$ cat src/rtl/serial_adder.sv
// -----------------------------------------------------------------------------
// serial_adder
//   Multi-cycle adder. Adds two WIDTH-bit operands LSB-first, BITS_PER_CYCLE
//   bits per clock, through a single carry-chained adder slice. It uses a
//   start/done handshake. {o_cout, o_sum} = i_a + i_b + i_cin.
//
//   Optional feature macro: SERIAL_ADDER_SUB_EN
//     When defined, the block adds input i_sub and output o_ovf. With
//     i_sub=1 the block computes i_a - i_b, and i_cin is ignored. o_ovf
//     flags signed overflow.
//
// Parameters:
//   WIDTH           operand/sum width (>= 1)
//   BITS_PER_CYCLE  bits added per clock; must divide WIDTH
//
// Ports:
//   i_clk    clock, rising edge
//   i_rst    synchronous active-high reset
//   i_start  start request, sampled only while o_ready=1
//   i_a/i_b  operands, captured on an accepted start
//   i_cin    carry-in, captured on an accepted start
//   i_sub    (SUB_EN only) subtract select, captured with operands
//   o_ready  can accept i_start this cycle
//   o_busy   addition in progress
//   o_done   one-cycle pulse, result valid
//   o_sum    registered sum, held until next completion
//   o_cout   registered carry-out, held until next completion
//   o_ovf    (SUB_EN only) registered signed overflow
// -----------------------------------------------------------------------------
module serial_adder #(
   parameter int unsigned WIDTH          = 8,
   parameter int unsigned BITS_PER_CYCLE = 1
) (
   input  logic             i_clk,
   input  logic             i_rst,
   input  logic             i_start,
   input  logic [WIDTH-1:0] i_a,
   input  logic [WIDTH-1:0] i_b,
   input  logic             i_cin,
`ifdef SERIAL_ADDER_SUB_EN
   input  logic             i_sub,
   output logic             o_ovf,
`endif
   output logic             o_ready,
   output logic             o_busy,
   output logic             o_done,
   output logic [WIDTH-1:0] o_sum,
   output logic             o_cout
);

   localparam int unsigned BPC   = BITS_PER_CYCLE;
   localparam int unsigned NSTEP = WIDTH / BPC;
   localparam int unsigned CW    = $clog2(NSTEP) + 1;

   generate
      if (WIDTH < 1 || BPC < 1 || (WIDTH % BPC) != 0) begin : g_bad_param
         $error("serial_adder: BITS_PER_CYCLE must be >= 1 and divide WIDTH >= 1");
      end
   endgenerate

   typedef enum logic [1:0] {StIdle, StRun, StDone} state_e;

   state_e           r_state;
   state_e           w_state_next;
   logic [WIDTH-1:0] r_a;
   logic [WIDTH-1:0] r_b;
   logic [WIDTH-1:0] r_res;
   logic             r_carry;
   logic [CW-1:0]    r_cnt;
   logic [WIDTH-1:0] r_sum;
   logic             r_cout;

   logic             w_accept;
   logic             w_last;
   logic [BPC:0]     w_slice;
   logic [WIDTH-1:0] w_res_next;
   logic [WIDTH-1:0] w_b_cap;
   logic             w_cin_cap;

   assign w_accept = (r_state != StRun) && i_start;
   assign w_last   = (r_cnt == CW'(NSTEP - 1));

   // One adder slice; bit BPC is the carry into the next step.
   assign w_slice = {1'b0, r_a[BPC-1:0]} + {1'b0, r_b[BPC-1:0]} + {{BPC{1'b0}}, r_carry};

   // Slice sum enters at the top so that after NSTEP shifts bit 0 sits at the LSB.
   generate
      if (BPC == WIDTH) begin : g_res_full
         assign w_res_next = w_slice[BPC-1:0];
      end else begin : g_res_shift
         assign w_res_next = {w_slice[BPC-1:0], r_res[WIDTH-1:BPC]};
      end
   endgenerate

`ifdef SERIAL_ADDER_SUB_EN
   logic r_ovf;
   logic w_ovf;

   // After the final shift the slice holds the MSBs, so signed overflow
   // is visible here directly.
   assign w_ovf     = (r_a[BPC-1] == r_b[BPC-1]) && (w_slice[BPC-1] != r_a[BPC-1]);
   assign w_b_cap   = i_sub ? ~i_b : i_b;
   assign w_cin_cap = i_sub ? 1'b1 : i_cin;
   assign o_ovf     = r_ovf;

   always_ff @(posedge i_clk) begin
      if (i_rst) begin
         r_ovf <= 1'b0;
      end else if (r_state == StRun && w_last) begin
         r_ovf <= w_ovf;
      end
   end
`else
   assign w_b_cap   = i_b;
   assign w_cin_cap = i_cin;
`endif

   // State register
   always_ff @(posedge i_clk) begin
      if (i_rst) begin
         r_state <= StIdle;
      end else begin
         r_state <= w_state_next;
      end
   end

   // Next-state logic
   always_comb begin
      w_state_next = r_state;
      unique case (r_state)
         StIdle:  if (i_start) w_state_next = StRun;
         StRun:   if (w_last) w_state_next = StDone;
         StDone:  w_state_next = i_start ? StRun : StIdle;
         default: w_state_next = StIdle;
      endcase
   end

   // Outputs
   always_comb begin
      o_ready = (r_state != StRun);
      o_busy  = (r_state == StRun);
      o_done  = (r_state == StDone);
   end

   assign o_sum  = r_sum;
   assign o_cout = r_cout;

   // Datapath
   always_ff @(posedge i_clk) begin
      if (i_rst) begin
         r_a     <= '0;
         r_b     <= '0;
         r_res   <= '0;
         r_carry <= 1'b0;
         r_cnt   <= '0;
         r_sum   <= '0;
         r_cout  <= 1'b0;
      end else begin
         if (w_accept) begin
            r_a     <= i_a;
            r_b     <= w_b_cap;
            r_res   <= '0;
            r_carry <= w_cin_cap;
            r_cnt   <= '0;
         end else if (r_state == StRun) begin
            r_a     <= r_a >> BPC;
            r_b     <= r_b >> BPC;
            r_res   <= w_res_next;
            r_carry <= w_slice[BPC];
            r_cnt   <= r_cnt + 1'b1;
         end
         if (r_state == StRun && w_last) begin
            r_sum  <= w_res_next;
            r_cout <= w_slice[BPC];
         end
      end
   end

endmodule
$ cat config.mk
export PLATFORM = sky130hd
export DESIGN_NAME = serial_adder
export DESIGN_NICKNAME = d
export VERILOG_FILES = /design/src/rtl/serial_adder.sv
export SDC_FILE = /design/constraint.sdc
export NUM_CORES = 1
export LEC_CHECK = 0
export ABC_AREA = 1
export CAP_MARGIN = 20
export CORE_AREA = 2 2 73 75
export DETAILED_ROUTE_END_ITERATION = 8
export DIE_AREA = 0 0 75 77
export GPL_ROUTABILITY_DRIVEN = 0
export PLACE_DENSITY_LB_ADDON = 0.1
export SLEW_MARGIN = 20
export SYNTH_ARGS = -nofsm -noshare
export SYNTH_HDL_FRONTEND = slang
export SYNTH_SLANG_ARGS = --single-unit
$ cat constraint.sdc
create_clock -name i_clk -period 3.6 [get_ports i_clk]
set_clock_uncertainty 0.05 [all_clocks]
set_input_delay 0.54 -clock i_clk [delete_from_list [all_inputs] [get_ports i_clk]]
set_output_delay 0.54 -clock i_clk [all_outputs]
set_load 0.01 [all_outputs]
After elaboration in Yosys (flattened, before gate mapping)
Cells that the tools add are included.

$add $sub $neg: 3. Equal/unequal tests: 6. Muxes and demuxes: 10. Reduce and logical (&&, ||, !) cells: 6.

Operator list (count): 2-to-1 mux 8 bit (4); case mux 2 bit (3 select lines) (1); adder 4 x 1 -> 4 bit (second input constant) (1); == test 4 x 3 -> 1 bit (second input constant) (1); 2-to-1 mux 2 bit (2); != test 2 x 1 -> 1 bit (second input constant) (2); 2-to-1 mux 1 bit (3); adder 1 x 1 -> 2 bit (1); adder 2 x 1 -> 2 bit (1); == test 2 x 1 -> 1 bit (second input constant) (1); == test 2 bit (second input constant) (1); logical AND 1 bit (2); logical NOT 2 bit (1); != test 2 bit (second input constant) (1); AND reduction 2 bit (1); nonzero test 2 bit (1); OR reduction 2 bit (1).

Register bits after elaboration: 40. Input port bits: 20. Output and inout port bits: 12. Logic and storage cells: 33.

Longest topological paths before layout
Depth in word-level cells: 4. Mapped depth: 7. Gate-level depth less buffers: 6.

Worst setup path after synthesis
OpenSTA, ideal clock, no wires.

Path kind: reg2out. Start: register r_state[0]. End: output port o_busy. Arrival: 755 ps. Required time: 3010 ps. Path slack: 2255 ps. Stages on the path, launching flop included: 4. Path buffers: 1. Path through: dfxtp_1 > inv_2 > nor2_4 > buf_6.

Longest elaborated chain between the ends: 1.

RTL lines: start: declaration (line 63) `state_e r_state;`; start signal: assignment (line 121) `r_state <= StIdle;`; start signal: assignment (line 123) `r_state <= w_state_next;`; == test 2 x 1 -> 1 bit (line 141) `o_busy = (r_state == StRun);`; end: declaration (line 45) `output logic o_busy,`.

No other way between the ends.

Final worst setup path
Same ends and word-level chain as after synthesis.

==> metrics.txt <==
status finished clean; number of optimization iterations in the first detailed-route pass 4; Setup crit start kind register; DR WL/cell around 12 um; Clock H-tree levels 2; maximum root-to-sink buffer count 2; Synth Register Bits 39; Maximum Capacitance Violations 0; number of hold violations in the final report 0; clock tree from TritonCTS yes; Top Ports 32; clock latency reported for the late side of the worst-skew pair roughly 0.30 ns; Iter 0 DRT Violations 80; RSZ-0062 raised after global routing false; portion of synthesized cell area occupied by the leading cell type a little under half; Slew @ Worst Pin about 0.66 ns; GR met2 Demand/Resource 21.14%; Pins Over Slew Limit 0; largest net degree at the start of global routing 45; Top Usage Layer GRT met2; Die Wd approximately 75 um; HPWL after detailed placement approximately 2400 um; Power Density 413.4 nW/um2; leakage power figure 0.8777 nW; grt met3 use roughly 3.7%; Buf/Inv on CP 3; initial core utilization 34.26%; count of input and output buffers 31; worst IR drop on VDD between 0.0002 and 0.00025 V; worst-case register-to-register setup slack around 2.0 ns; Worst-path clk slew around 0.07 ns; global-route wire length before repair ~6500 um; Ys Warns 0; library cell occupying the most area in the post-synthesis netlist sky130_fd_sc_hd__dfxtp_1; global route overflow 0; Root Driver sky130_fd_sc_hd__clkbuf_8; Slowest-stage cell, CP sky130_fd_sc_hd__clkdlybuf4s50_1; Critical Path Max Stage Delay between 0.6 and 0.7 ns; height of the chip between 70 and 80 um; Total Power Consumption between 800 and 900 uW; antenna violations before repair 0; switch share between 20% and 30%; highest-count cells in the layout ignoring fill and taps sky130_fd_sc_hd__nand2_1, sky130_fd_sc_hd__nand3_1, sky130_fd_sc_hd__dfxtp_1, sky130_fd_sc_hd__clkdlybuf4s50_1, sky130_fd_sc_hd__a21oi_1; sequential fraction of the synthesis area 45.78%; vias in the first global route 1415; wire length reported by the detailed router between 3000 and 4000 um; total via count after detailed routing 1522; Total Negative Setup Slacks 0 ns; worst rel slew slack between 50% and 60%; P_sw 245.9 uW; setup-violating endpoint count in the final report 0; DRC violation count after routing 0; floorplan die area 5775 um2; core outline area 4977 um2; via-per-instance ratio ~4.6; average cell area after synthesis approximately 7.4 um2; leading post-synthesis cells by cell area sky130_fd_sc_hd__dfxtp_1, sky130_fd_sc_hd__nand3_1, sky130_fd_sc_hd__nand2_1, sky130_fd_sc_hd__a21oi_1, sky130_fd_sc_hd__inv_1; post-layout minimum cycle time ~2.4 ns; type of the tightest min-delay check reg2reg; endpoint required time on the critical path ~3 ns; area delta synth->final 24.58%; nature of the critical path endpoint output port; P_int roughly 630 uW; cell count after synthesis approximately 230; Unique masters post-synth 19; final net count ~280; post-route fraction of the period consumed by the critical path between 60% and 70%; worst endpoint data arrival time 1.77 ns; CP Class reg2out; commonest non-fill, non-tap cell in the layout sky130_fd_sc_hd__nand2_1; layout cells sized above 1 6.513%; crit-path cells inv_2, nor2_4, buf_4, clkdlybuf4s50_1; cell area after technology mapping around 1700 um2; post-synth net total 254; Tot GR Track Use roughly 14%; Antenna diodes 0; count of standard-cell rows 26; clock sink total 39; number of buffers added to fix hold violations after cts 0; maximum achievable frequency approximately 420 MHz; post_cts resized 0; Combinational Power Share about 14%; CP delay by family, top buffers and inverters; part of the total power dissipated in the clock network between 30% and 40%; Hold WS 0.4048 ns; number of clock buffers inserted by TritonCTS 5; worst-path fanout max 35; sequential cell fraction of total power a little over half; post-CTS repair timing setup buffer count 0; global routing usage on met1 roughly 20%; number of nets with antenna violations after routing 0
## kinds of logic (layout without fill, tap and decap cells)
| group | after synthesis | in the layout | synth area share (%) |
|---|---|---|---|
| and+or+nand+nor | 136 | 136 | 35.73 |
| DFF | 39 | 39 | 45.78 |
| buffers and inverters | 32 | 61 | 9.464 |
| AOI/OAI and AO/OA | 22 | 22 | 6.603 |
| adders and majority gates | 2 | 2 | 1.907 |
| xor gates and xnor gates | 1 | 1 | 0.5137 |
## area by class of cell
cell class / instances / area (um2)
well taps: 70 / 87.58
flip-flops and latches: 39 / 780.7
clock buffers: 5 / 68.82
clock inverters: 3 / 20.02
fillers: 537 / 2853
inverters: 19 / 71.32
repair buffers: 34 / 332.8
multi-input cells: 161 / 763.2
## metrics by stage
step                      cells  util [%]  area, um2  worst slack (ns)
after CTS                   331     42.68       2125             1.222
final                       331     42.68       2125             1.239
after detailed placement    323     40.90       2036             1.347
after floorplan             232         -       1705             2.255
after global placement      323     40.90       2036             1.301
after global routing        331     42.68       2125             1.140
## path summary, 6_finish.rpt
path	from	endpoint	depth (start not counted)
hold reg to reg	r_a[5]$_SDFFE_PP0P_	r_a[4]$_SDFFE_PP0P_	2
hold / removal	r_a[5]$_SDFFE_PP0P_	r_a[4]$_SDFFE_PP0P_	2
setup reg to reg	r_state[1]$_SDFFE_PP0P_	r_cnt[1]$_SDFFE_PP0P_	6
setup / recovery	r_state[0]$_SDFFE_PP0P_	o_busy	4
## synthesized netlist by cell type
cell type	number
sky130_fd_sc_hd__clkbuf_1	3
sky130_fd_sc_hd__dfxtp_1	39
sky130_fd_sc_hd__xor2_1	1
sky130_fd_sc_hd__buf_6	3
sky130_fd_sc_hd__nor2_8	1
sky130_fd_sc_hd__buf_2	3
sky130_fd_sc_hd__nor2_1	9
sky130_fd_sc_hd__fa_1	1
sky130_fd_sc_hd__nor2_4	1
sky130_fd_sc_hd__o31ai_1	1
sky130_fd_sc_hd__o21ai_0	1
sky130_fd_sc_hd__ha_1	1
sky130_fd_sc_hd__a21oi_1	20
sky130_fd_sc_hd__inv_2	2
sky130_fd_sc_hd__buf_4	4
sky130_fd_sc_hd__inv_1	17
sky130_fd_sc_hd__nand3_1	56
sky130_fd_sc_hd__nand2_2	2
sky130_fd_sc_hd__nand2_1	67
## worst register-to-register path, stage by stage, from the launching register on
cell and delay (ns):
sky130_fd_sc_hd__dfxtp_1 0.37, sky130_fd_sc_hd__inv_1 0.08, sky130_fd_sc_hd__nand2_2 0.07, sky130_fd_sc_hd__buf_4 0.39, sky130_fd_sc_hd__a21oi_1 0.21, sky130_fd_sc_hd__inv_2 0.22, sky130_fd_sc_hd__a21oi_1 0.07
## metal layers
| metal | up-vias | wire length [um] |
|---|---|---|
| met5 | - | 0 |
| met4 | 0 | 48 |
| met3 | 4 | 186 |
| met2 | 40 | 1675 |
| met1 | 675 | 1899 |
| li1 | 803 | - |
## power by group through the flow
stage | Sequential [mW] | Clock, mW | Combinational [mW]
after floorplan | 0.466 | 0 | 0.0881
after global placement | 0.469 | 0 | 0.121
after detailed placement | 0.468 | 0 | 0.121
after CTS | 0.458 | 0.308 | 0.122
after global routing | 0.461 | 0.326 | 0.138
final | 0.458 | 0.299 | 0.121
## registers in the layout (all words and copies together), names as in the netlist
name,count
r_cnt,4
r_b,8
r_carry,1
o_sum,8
r_a,8
r_state,2
r_res,7
o_cout,1
Power figures use the tool's default switching activity.
==> RTL edit 1, RTL diff (config.mk and constraints unchanged) <==
Add a define of `SERIAL_ADDER_SUB_EN`.
--- a/src/rtl/serial_adder.sv
+++ b/src/rtl/serial_adder.sv
@@ -29,2 +29,4 @@
 // -----------------------------------------------------------------------------
+`define SERIAL_ADDER_SUB_EN
+
 module serial_adder #(
Ports: changed (added i_sub and o_ovf); port bits go from 32 to 34. No check against the original RTL was run, so the function may have changed too.
==> RTL edit 1 against the unedited design <==
Sequential power grew 2%; synthesized cell count is 12% higher; worst setup slack gained 0.30 ns; wire length increased by 0.60%; global-route usage increased by 0.26 points; combinational power barely moved; non-clock buffer count increased by 2; power grew 9.6%; sequential share of layout area is 1.8 points lower; sequential cell count up 1; design area is 7.8% higher; count of clock-buffer cells in the layout unchanged; synthesized area is 8.3% higher.
==> RTL edit 1: results (changes against the unedited design) <==
largest net degree at the start of global routing -> 38 (-16%)
register area -> 801 um2 (+2.6%)
Seq/total area -> 0.350 (-0.0178)
clock-cell share of area -> 0.0486 (+0.00682)
DR WL/cell -> 10.7 um (-7.2%)
cell area after synthesis -> 1850 um2 (+8.3%)
dpl cells -> 351 (+8.7%)
net count reported at finish -> 311 (+10%)
Least-Margin Pin Slew -> 0.470 ns (-0.192 ns)
post-DP HPWL -> 2.50 mm (+2.1%)
Port Buffers -> 33 (+6.5%)
Cell Int Power -> 718 uW (+14%)
Multi-In Gates -> 184 (+14%)
WHS -> 0.411 ns (+0.00620 ns)
cells after synthesis -> 259 (+12%)
status -> finished clean
GRT Overall Usage -> 0.147 (+0.00264)
fillers -> 548 (+2.0%)
final wirelength -> 3.83 mm (+0.60%)
Worst Hold Path EP -> r_res[1]
R2R Path End -> r_cnt[3]
CP arrival -> 1.47 ns (-0.30 ns)
CP endpoint -> o_done
Tmin final -> 2.06 ns (-0.305 ns)
Peak VDD IR -> 0.213 mV (+1.4%)
Largest stage delay, worst path -> 0.57 ns (-0.04 ns)
initial DRC count -> 106 (+33%)
nonclk buf count -> 36 (+5.9%)
layout cells sized above 1 -> 0.0588 (-0.00631)
register area share after synthesis -> 0.434 (-0.0242)
Logic inverters -> 21 (+2)
Final non-clock buffer share -> 0.154 (-0.00256)
clock sink total -> 40 (+2.6%)
[RTL edit 1: power groups by stage]
stage	Sequential [uW]	Clock (uW)	Combinational (uW)
floorplan	476	0	88.9
global placement	479	0	122
detailed placement	478	0	123
CTS	468	383	123
global route	470	411	138
finish	468	374	121
[RTL edit 1: per-layer routing]
metal / vias to the layer above / track usage / wire length [um]
met5: - / 0 / 0
met4: 0 / 0.0536 / 38
li1: 866 / - / -
met1: 692 / 0.189 / 1900
met2: 35 / 0.226 / 1730
met3: 4 / 0.0486 / 161
[RTL edit 1: cell families after synthesis]
| family | synth area share |
|---|---|
| AO/OA/AOI/OAI | 0.0650 |
| XOR/XNOR | 0.0427 |
| adder cells (fa/ha/maj) | 0.0176 |
| buffers and inverters | 0.102 |
| flip-flops | 0.434 |
| AND/OR/NAND/NOR | 0.339 |
[RTL edit 1: critical path: cells and delay by family, from the launching register on]
family,cells,cell delay (ns)
buffers and inverters,2,0.63
DFF,1,0.39
and+or+nand+nor,1,0.16
==> RTL edit 2, RTL diff (same flow settings) <==
Without the edit above. Encoding of `state_e`: now one-hot (3 bits for 3 states).
--- a/src/rtl/serial_adder.sv
+++ b/src/rtl/serial_adder.sv
@@ -60,3 +60,3 @@
 
-   typedef enum logic [1:0] {StIdle, StRun, StDone} state_e;
+   typedef enum logic [2:0] {StIdle = 3'b001, StRun = 3'b010, StDone = 3'b100} state_e;
 
Function: no difference found for any inputs over 10 cycles, from zero or initial values and one cycle with i_rst high; not proved beyond that.
==> RTL edit 2 against the unedited design <==
Power increased by 10%; synthesized area is 4.2% higher; wire length down 3.5%; critical endpoint is now o_ready; clock power up 24%; largest cell class is now multi-input gates; design area rose by 5.4%; sequential cell count grew 1; count of clock-buffer cells in the layout unchanged; die area did not move; worst setup slack got worse by 0.15 ns; global-route usage grew 0.39 points; largest power group unchanged.
==> RTL edit 2: results (changes against the unedited design) <==
status -> finished clean
syn_nets -> 270 (+6.3%)
Post-CTS Setup Bufs -> 0 (unchanged)
DR WL/cell -> 10.6 um (-8.0%)
fillers -> 529 (-1.5%)
GRT Overall Usage -> 0.149 (+0.00390)
largest cells by area after synthesis -> dfxtp_1 45%, nand2_1 16%, nand3_1 14%
critical path peak fanout -> 45 (+29%)
dpl cells -> 339 (+5.0%)
Largest stage delay, worst path -> 0.63 ns (+0.02 ns)
initial DRC count -> 71 (-11%)
Pleak -> 0.000932 uW (+6.2%)
largest net degree at the start of global routing -> 46 (+2.2%)
most instantiated cells after synthesis -> 77 x nand2_1, 51 x nand3_1, 40 x dfxtp_1, 22 x a21oi_1, 21 x inv_1
vias -> 1607 (+5.6%)
Synth cell types -> 24 (+5)
Least-Margin Pin Slew -> 0.770 ns (+0.108 ns)
Peak VDD IR -> 0.240 mV (+14%)
fin cells -> 347 (+4.8%)
CP arrival -> 1.92 ns (+0.15 ns)
post-DP HPWL -> 2.44 mm (-0.13%)
layout cells sized above 1 -> 0.0614 (-0.00376)
syn_area_per_cell -> 7.16 um2 (-2.5%)
vias in the first global route -> 1499 (+5.9%)
register area share after synthesis -> 0.451 (-0.00711)
net count reported at finish -> 298 (+5.7%)
first-pass GRT wire length -> 6.71 mm (+2.6%)
Root Driver -> clkbuf_8
## RTL edit 2: cell types whose count changed after synthesis, sizes merged, moves of 3 or more
cell | unedited run | this run
nor2 | 11 | 8
nand2 | 69 | 78
nand3 | 56 | 52
inv | 19 | 23
## RTL edit 2: cell families after synthesis
| family | after synthesis | synth area share |
|---|---|---|
| AO/OA/AOI/OAI | 24 | 0.0676 |
| XOR/XNOR | 2 | 0.00986 |
| adder cells (fa/ha/maj) | 2 | 0.0183 |
| buffers and inverters | 37 | 0.0923 |
| flip-flops | 40 | 0.451 |
| AND/OR/NAND/NOR | 143 | 0.361 |
## RTL edit 2: final timing paths
path,endpoint,from,slack [ns]
worst max-delay path,o_ready,r_state[0],1.09
worst min-delay path,r_cnt[3],r_cnt[3],0.41
worst max register to register,o_sum[6],r_state[2],1.78
worst min register to register,r_cnt[3],r_cnt[3],0.41
## RTL edit 2: final cells by class
cell class	instances	area share
repair buffers	34	0.149
clock inverters	3	0.0207
inverters	24	0.0402
multi-input cells	171	0.363
flip-flops and latches	40	0.358
well taps	70	0.0391
clock buffers	5	0.0307
## RTL edit 2: tightest hold or removal path, delay by kind of cell (launching register included)
kind	cells	cell delay [ns]
AND/OR/NAND/NOR	1	0.06
AO/OA/AOI/OAI	1	0.05
flip-flops	1	0.32
## RTL edit 2: power breakdown
part / internal (uW) / switching (uW) / total (uW)
clock network: 209 / 163 / 372
registers: 460 / 15.3 / 476
logic: 52.5 / 69.5 / 122
## RTL edit 2: per-stage QoR
step / hold slack [ns] / util / setup WS, ns / instance area, um2
after floorplan: 0.389 / - / 2.15 / 1780
after global placement: 0.402 / 0.427 / 1.23 / 2120
after detailed placement: 0.403 / 0.427 / 1.21 / 2120
after CTS: 0.416 / 0.450 / 1.08 / 2240
after global routing: 0.433 / 0.450 / 0.972 / 2240
final: 0.412 / 0.450 / 1.09 / 2240
## RTL edit 2: metal layers
layer,share of wire,global-route usage
met1,0.49,0.196
met5,0,0
met2,0.45,0.223
met4,0.030,0.0679
met3,0.035,0.0394
